File: config.mk
export PLATFORM = sky130hd
export DESIGN_NAME = hazard_ctrl
export DESIGN_NICKNAME = d
export VERILOG_FILES = /design/src/rtl/hazard_ctrl.sv
export SDC_FILE = /design/constraint.sdc
export NUM_CORES = 1
export LEC_CHECK = 0
export ABC_AREA = 1
export CAP_MARGIN = 20
export CORE_MARGIN = 1.5
export CORE_UTILIZATION = 37
export DETAILED_ROUTE_END_ITERATION = 8
export PLACE_DENSITY = 0.86
export SYNTH_ARGS = -nofsm -noshare
export SYNTH_HDL_FRONTEND = slang
export SYNTH_SLANG_ARGS = --single-unit
export TNS_END_PERCENT = 100
File: constraint.sdc
create_clock -name clk -period 3.85 [get_ports clk]
set_input_delay 0.77 -clock clk [delete_from_list [all_inputs] [get_ports clk]]
set_output_delay 0.77 -clock clk [all_outputs]
set_load 0.005 [all_outputs]
File: src/rtl/hazard_ctrl.sv
// rtl/hazard_ctrl.sv - pipeline hold/squash/bubble sequencing for the 5-stage core
// Optional stall cycle counter built only when HAZARD_PERF_EN is defined.
module hazard_ctrl #(
   parameter logic [5:0] LOAD_OP   = 6'd16,
   parameter logic [5:0] HALT_OP   = 6'h3F,
   parameter int unsigned BR_SHADOW = 2,
   parameter int unsigned DRAIN_CYC = 3
) (
   input  logic        clk,
   input  logic        rstd,
   input  logic        id_valid,
   input  logic [5:0]  id_op,
   input  logic [4:0]  id_rs,
   input  logic [4:0]  id_rt,
   input  logic        id_uses_rt,
   input  logic        id_jmp,
   input  logic        ex_valid,
   input  logic [5:0]  ex_op,
   input  logic [4:0]  ex_rd,
   output logic        stall_f,
   output logic        kill_f,
   output logic        stall_d,
   output logic        bubble_e,
   output logic        pc_load,
   output logic        halted,
   output logic [31:0] stall_cnt
);

   localparam logic [1:0] RUN     = 2'd0;
   localparam logic [1:0] BR_WAIT = 2'd1;
   localparam logic [1:0] DRAIN   = 2'd2;
   localparam logic [1:0] HALTED  = 2'd3;

   localparam logic [2:0] BR_INIT    = 3'(BR_SHADOW);
   localparam logic [2:0] DRAIN_INIT = 3'(DRAIN_CYC);

   logic [1:0] state, nxt_state;
   logic [2:0] cnt, nxt_cnt;
   logic       load_use;
   logic       is_branch;

   assign load_use = ex_valid && id_valid && (ex_op == LOAD_OP) && (ex_rd != 5'd0) &&
                     ((ex_rd == id_rs) || (id_uses_rt && (ex_rd == id_rt)));

   always_comb begin
      is_branch = 1'b0;
      case (id_op)
         6'd32, 6'd33, 6'd34, 6'd35, 6'd42: is_branch = 1'b1;
         default:                           is_branch = 1'b0;
      endcase
   end

   always_comb begin
      nxt_state = state;
      nxt_cnt   = cnt;
      stall_f   = 1'b0;
      kill_f    = 1'b0;
      stall_d   = 1'b0;
      bubble_e  = 1'b0;
      pc_load   = 1'b0;
      halted    = 1'b0;
      case (state)
         RUN: begin
            // A pending load-use hazard masks any control-flow op in decode.
            if (load_use) begin
               stall_f  = 1'b1;
               stall_d  = 1'b1;
               bubble_e = 1'b1;
            end else if (id_valid && (id_op == HALT_OP)) begin
               stall_f   = 1'b1;
               kill_f    = 1'b1;
               nxt_state = DRAIN;
               nxt_cnt   = DRAIN_INIT;
            end else if (id_valid && is_branch) begin
               stall_f   = 1'b1;
               kill_f    = 1'b1;
               nxt_state = BR_WAIT;
               nxt_cnt   = BR_INIT;
            end else if (id_valid && id_jmp) begin
               kill_f = 1'b1;
            end
         end
         BR_WAIT: begin
            stall_f = 1'b1;
            kill_f  = 1'b1;
            if (cnt > 3'd1) begin
               nxt_cnt = cnt - 3'd1;
            end else begin
               pc_load   = 1'b1;
               nxt_state = RUN;
               nxt_cnt   = 3'd0;
            end
         end
         DRAIN: begin
            stall_f = 1'b1;
            kill_f  = 1'b1;
            nxt_cnt = cnt - 3'd1;
            if (cnt <= 3'd1) begin
               nxt_state = HALTED;
               nxt_cnt   = 3'd0;
            end
         end
         default: begin
            stall_f = 1'b1;
            kill_f  = 1'b1;
            halted  = 1'b1;
         end
      endcase
   end

   always_ff @(posedge clk or negedge rstd) begin
      if (!rstd) begin
         state <= RUN;
         cnt   <= 3'd0;
      end else begin
         state <= nxt_state;
         cnt   <= nxt_cnt;
      end
   end

`ifdef HAZARD_PERF_EN
   logic [31:0] perf_cnt;

   always_ff @(posedge clk or negedge rstd) begin
      if (!rstd) begin
         perf_cnt <= 32'd0;
      end else if (stall_f && (state != HALTED) && (perf_cnt != 32'hFFFF_FFFF)) begin
         perf_cnt <= perf_cnt + 32'd1;
      end
   end

   assign stall_cnt = perf_cnt;
`else
   assign stall_cnt = 32'd0;
`endif

endmodule

==> metrics.md <==
| Metric | Value |
|---|---|
| Status | completed |
| CTS Hold Bufs | 0 |
| Final nets | 245 |
| Clk buf depth | 2 |
| Area grow syn2layout | 31.9% |
| Hold depth | 2 |
| Initial core utilization | 0.392 |
| Fillers | 259 |
| Setup Skew | 6.51 ps |
| Final Setup Violations | 0 |
| Yosys warning count | 0 |
| First-pass GRT wire length | 2.77 mm |
| Worst Path Arrival | 2550 ps |
| CTS Buf Count | 3 |
| Routed wire length | between 1.5 and 2 mm |
| Iter 0 DRT Violations | 10 |
| Post-place setup slack | 508 ps |
| Clock slew at reported path FFs | 50 ps |
| Tcrit/Tclk final | 0.862 |
| CTS tree | built |
| Final Wtd Congestion | 0.756 |
| Routed Antenna Nets | 0 |
| Number of H-tree levels | 1 |
| Synth Area per Inst | 5.94 µm² |
| Flops & latches, synth | 5 |
| Ys async rst share | 1.00 |
| Synth Cell Area | 980 µm² |
| Crit path max fanout | 8 |
| Setup bufs post-CTS | 0 |
| Inst Count DP | 231 |
| Synth cell types | 21 |
| Prevailing post-synth register cell | dfrtp_1 |
| Worst EP required | about 3000 ps |
| DP Wirelength | 1.73 mm |
| Die height | ~54 µm |
| Max-cap violations | 0 |
| Die width | 54.5 µm |
| Clock Latency Late Sink | between 200 and 250 ps |
| Drt wl/cell | 8.14 µm |
| Initial antenna violation count | 0 |
| Post-synth top cells | nand2_1 (53), buf_4 (33), inv_1 (21) |
| Sequential fraction of the synthesis area | 0.128 |
| Fin crit period | 3320 ps |
| Power Density | between 100 and 150 mW/mm² |
| Die Area | a little under 0.003 mm² |
| Worst setup SP type | input port |
| Setup slack after layout | 532 ps |
| CP Capture Type | output port |
| Mapped Cells | between 150 and 200 |
| PostCTS Resize Cnt | 0 |
| Layout cells sized above 1 | 0.0732 |
| Top Ports | roughly 70 |
| DP Area | 0.00127 mm² |
| Worst vdd ir | roughly 0.089 mV |
| Dominant cell type by area after synthesis | buf_4 |
| Fin area | 0.00129 mm² |
| Hold WS | 533 ps |
| Core area | between 0.002 and 0.0025 mm² |
| Detailed-route via count | 953 |
| Routed length on met2 | ~990 µm |
| Synth top area share | 0.253 |
| Drt drc | 0 |
| Final hold viol count | 0 |
| PortBufs | 38 |
| Non-Filler Instances | approximately 240 |
| Unrepaired setup endpoints after global routing | no |
| Leakage Power | 0.723 nW |
| DR pass1 iterations | 4 |
| CTS root buf | clkbuf_4 |
| Pins Over Slew Limit | 0 |
| DRT met1 WL | 717 µm |
| Multi-input logic area | 629 µm² |
| DR WL met3 | 204 µm |
| Setup CP Type | in2out |
| Vias in the first global route | approximately 780 |
| Reg2reg path depth | 8 |
| Highest metal used | met3 |
| CTS sink cnt | 5 |
| Register area | around 130 µm² |
| Rows | 18 |
| Gr usage total | 0.125 |
| GRT overflow | 0 |
| FMAX | 301 MHz |
| Area contributors post-synth | buf_4 (25%), nand2_1 (20%), dfrtp_1 (13%), inv_1 (8.0%), ha_1 (7.7%) |
| Largest net degree at the start of global routing | 9 |
| ANT cells | 0 |
| EDFF count, synth | 0 |
| Vias/cell | 4.06 |
| Setup TNS | 0 ps |
| Cell with the most instances after synthesis | nand2_1 |
| Min-Delay Path Class | reg2reg |
==> routing by layer <==
| layer | global-route usage | up-vias |
|---|---|---|
| met1 | 0.122 | 402 |
| met2 | 0.273 | 42 |
| met4 | 0.0250 | 0 |
| met3 | 0.0109 | 0 |
| li1 | - | 509 |
| met5 | 0 | - |
==> final cells by class <==
cell class	count	area share
timing repair buffer	38	0.294
tap	30	0.0290
multi-input combinational	133	0.487
inverter	25	0.0726
sequential	5	0.0968
clock buffer	4	0.0203
==> path summary, 6_finish.rpt <==
path                            end  slack [ps]  startpoint
max                          kill_f         530    ex_rd[2]
min                          cnt[2]         530      cnt[2]
max reg2reg                state[1]        2250    state[0]
min reg2reg                  cnt[2]         530      cnt[2]
max in group asynchronous  state[1]        2920        rstd
min in group asynchronous    cnt[0]         740        rstd
==> placed cells by master (no fill, tap or decap), drive strengths merged <==
master and n:
a21oi 2, nor2 18, nand4 1, xnor2 2, nand2 55, or2 1
dfrtp 5, clkdlybuf4s50 38, clkbuf 4, inv 25, o21bai 1, o21ai 2
ha 6, nand3 10, conb 32, nor3 3
==> flip-flops by register name, indices dropped and copies added, names as in the netlist <==
| signal | cells |
|---|---|
| state | 2 |
| cnt | 3 |
==> stage by stage <==
| stage | utilization | total power [W] |
|---|---|---|
| final | 0.517 | 0.000179 |
| after global routing | 0.517 | 0.000194 |
| after CTS | 0.517 | 0.000182 |
| after detailed placement | 0.507 | 0.000118 |
| after global placement | 0.507 | 0.000117 |
| after floorplan | - | 0.000102 |
==> report_power, final <==
group          leakage (nW)  switching (W)  internal [W]
Sequential           0.0542              0     0.0000527
Combinational         0.653      0.0000279     0.0000367
Clock                0.0150      0.0000227     0.0000393
Total                 0.723      0.0000506      0.000129
==> worst max-delay path, stage by stage <==
cell	delay, ps
clkdlybuf4s50_1	440
inv_1	110
nand3_1	80
nor3_1	190
nor2_2	100
nand3_4	130
inv_1	80
a21oi_1	130
clkdlybuf4s50_1	520
==> kinds of logic (layout without fill, tap and decap cells) <==
| family | count (synthesis) | after routing | synth area share |
|---|---|---|---|
| adders and majority gates | 6 | 6 | 0.0766 |
| and+or+nand+nor | 88 | 88 | 0.397 |
| xor gates and xnor gates | 2 | 2 | 0.0179 |
| other | 1 | 32 | 0.00383 |
| AOI/OAI and AO/OA | 5 | 5 | 0.0281 |
| buffers and inverters | 58 | 67 | 0.349 |
| DFF | 5 | 5 | 0.128 |
Note: power is estimated with default switching activity, not from simulation.
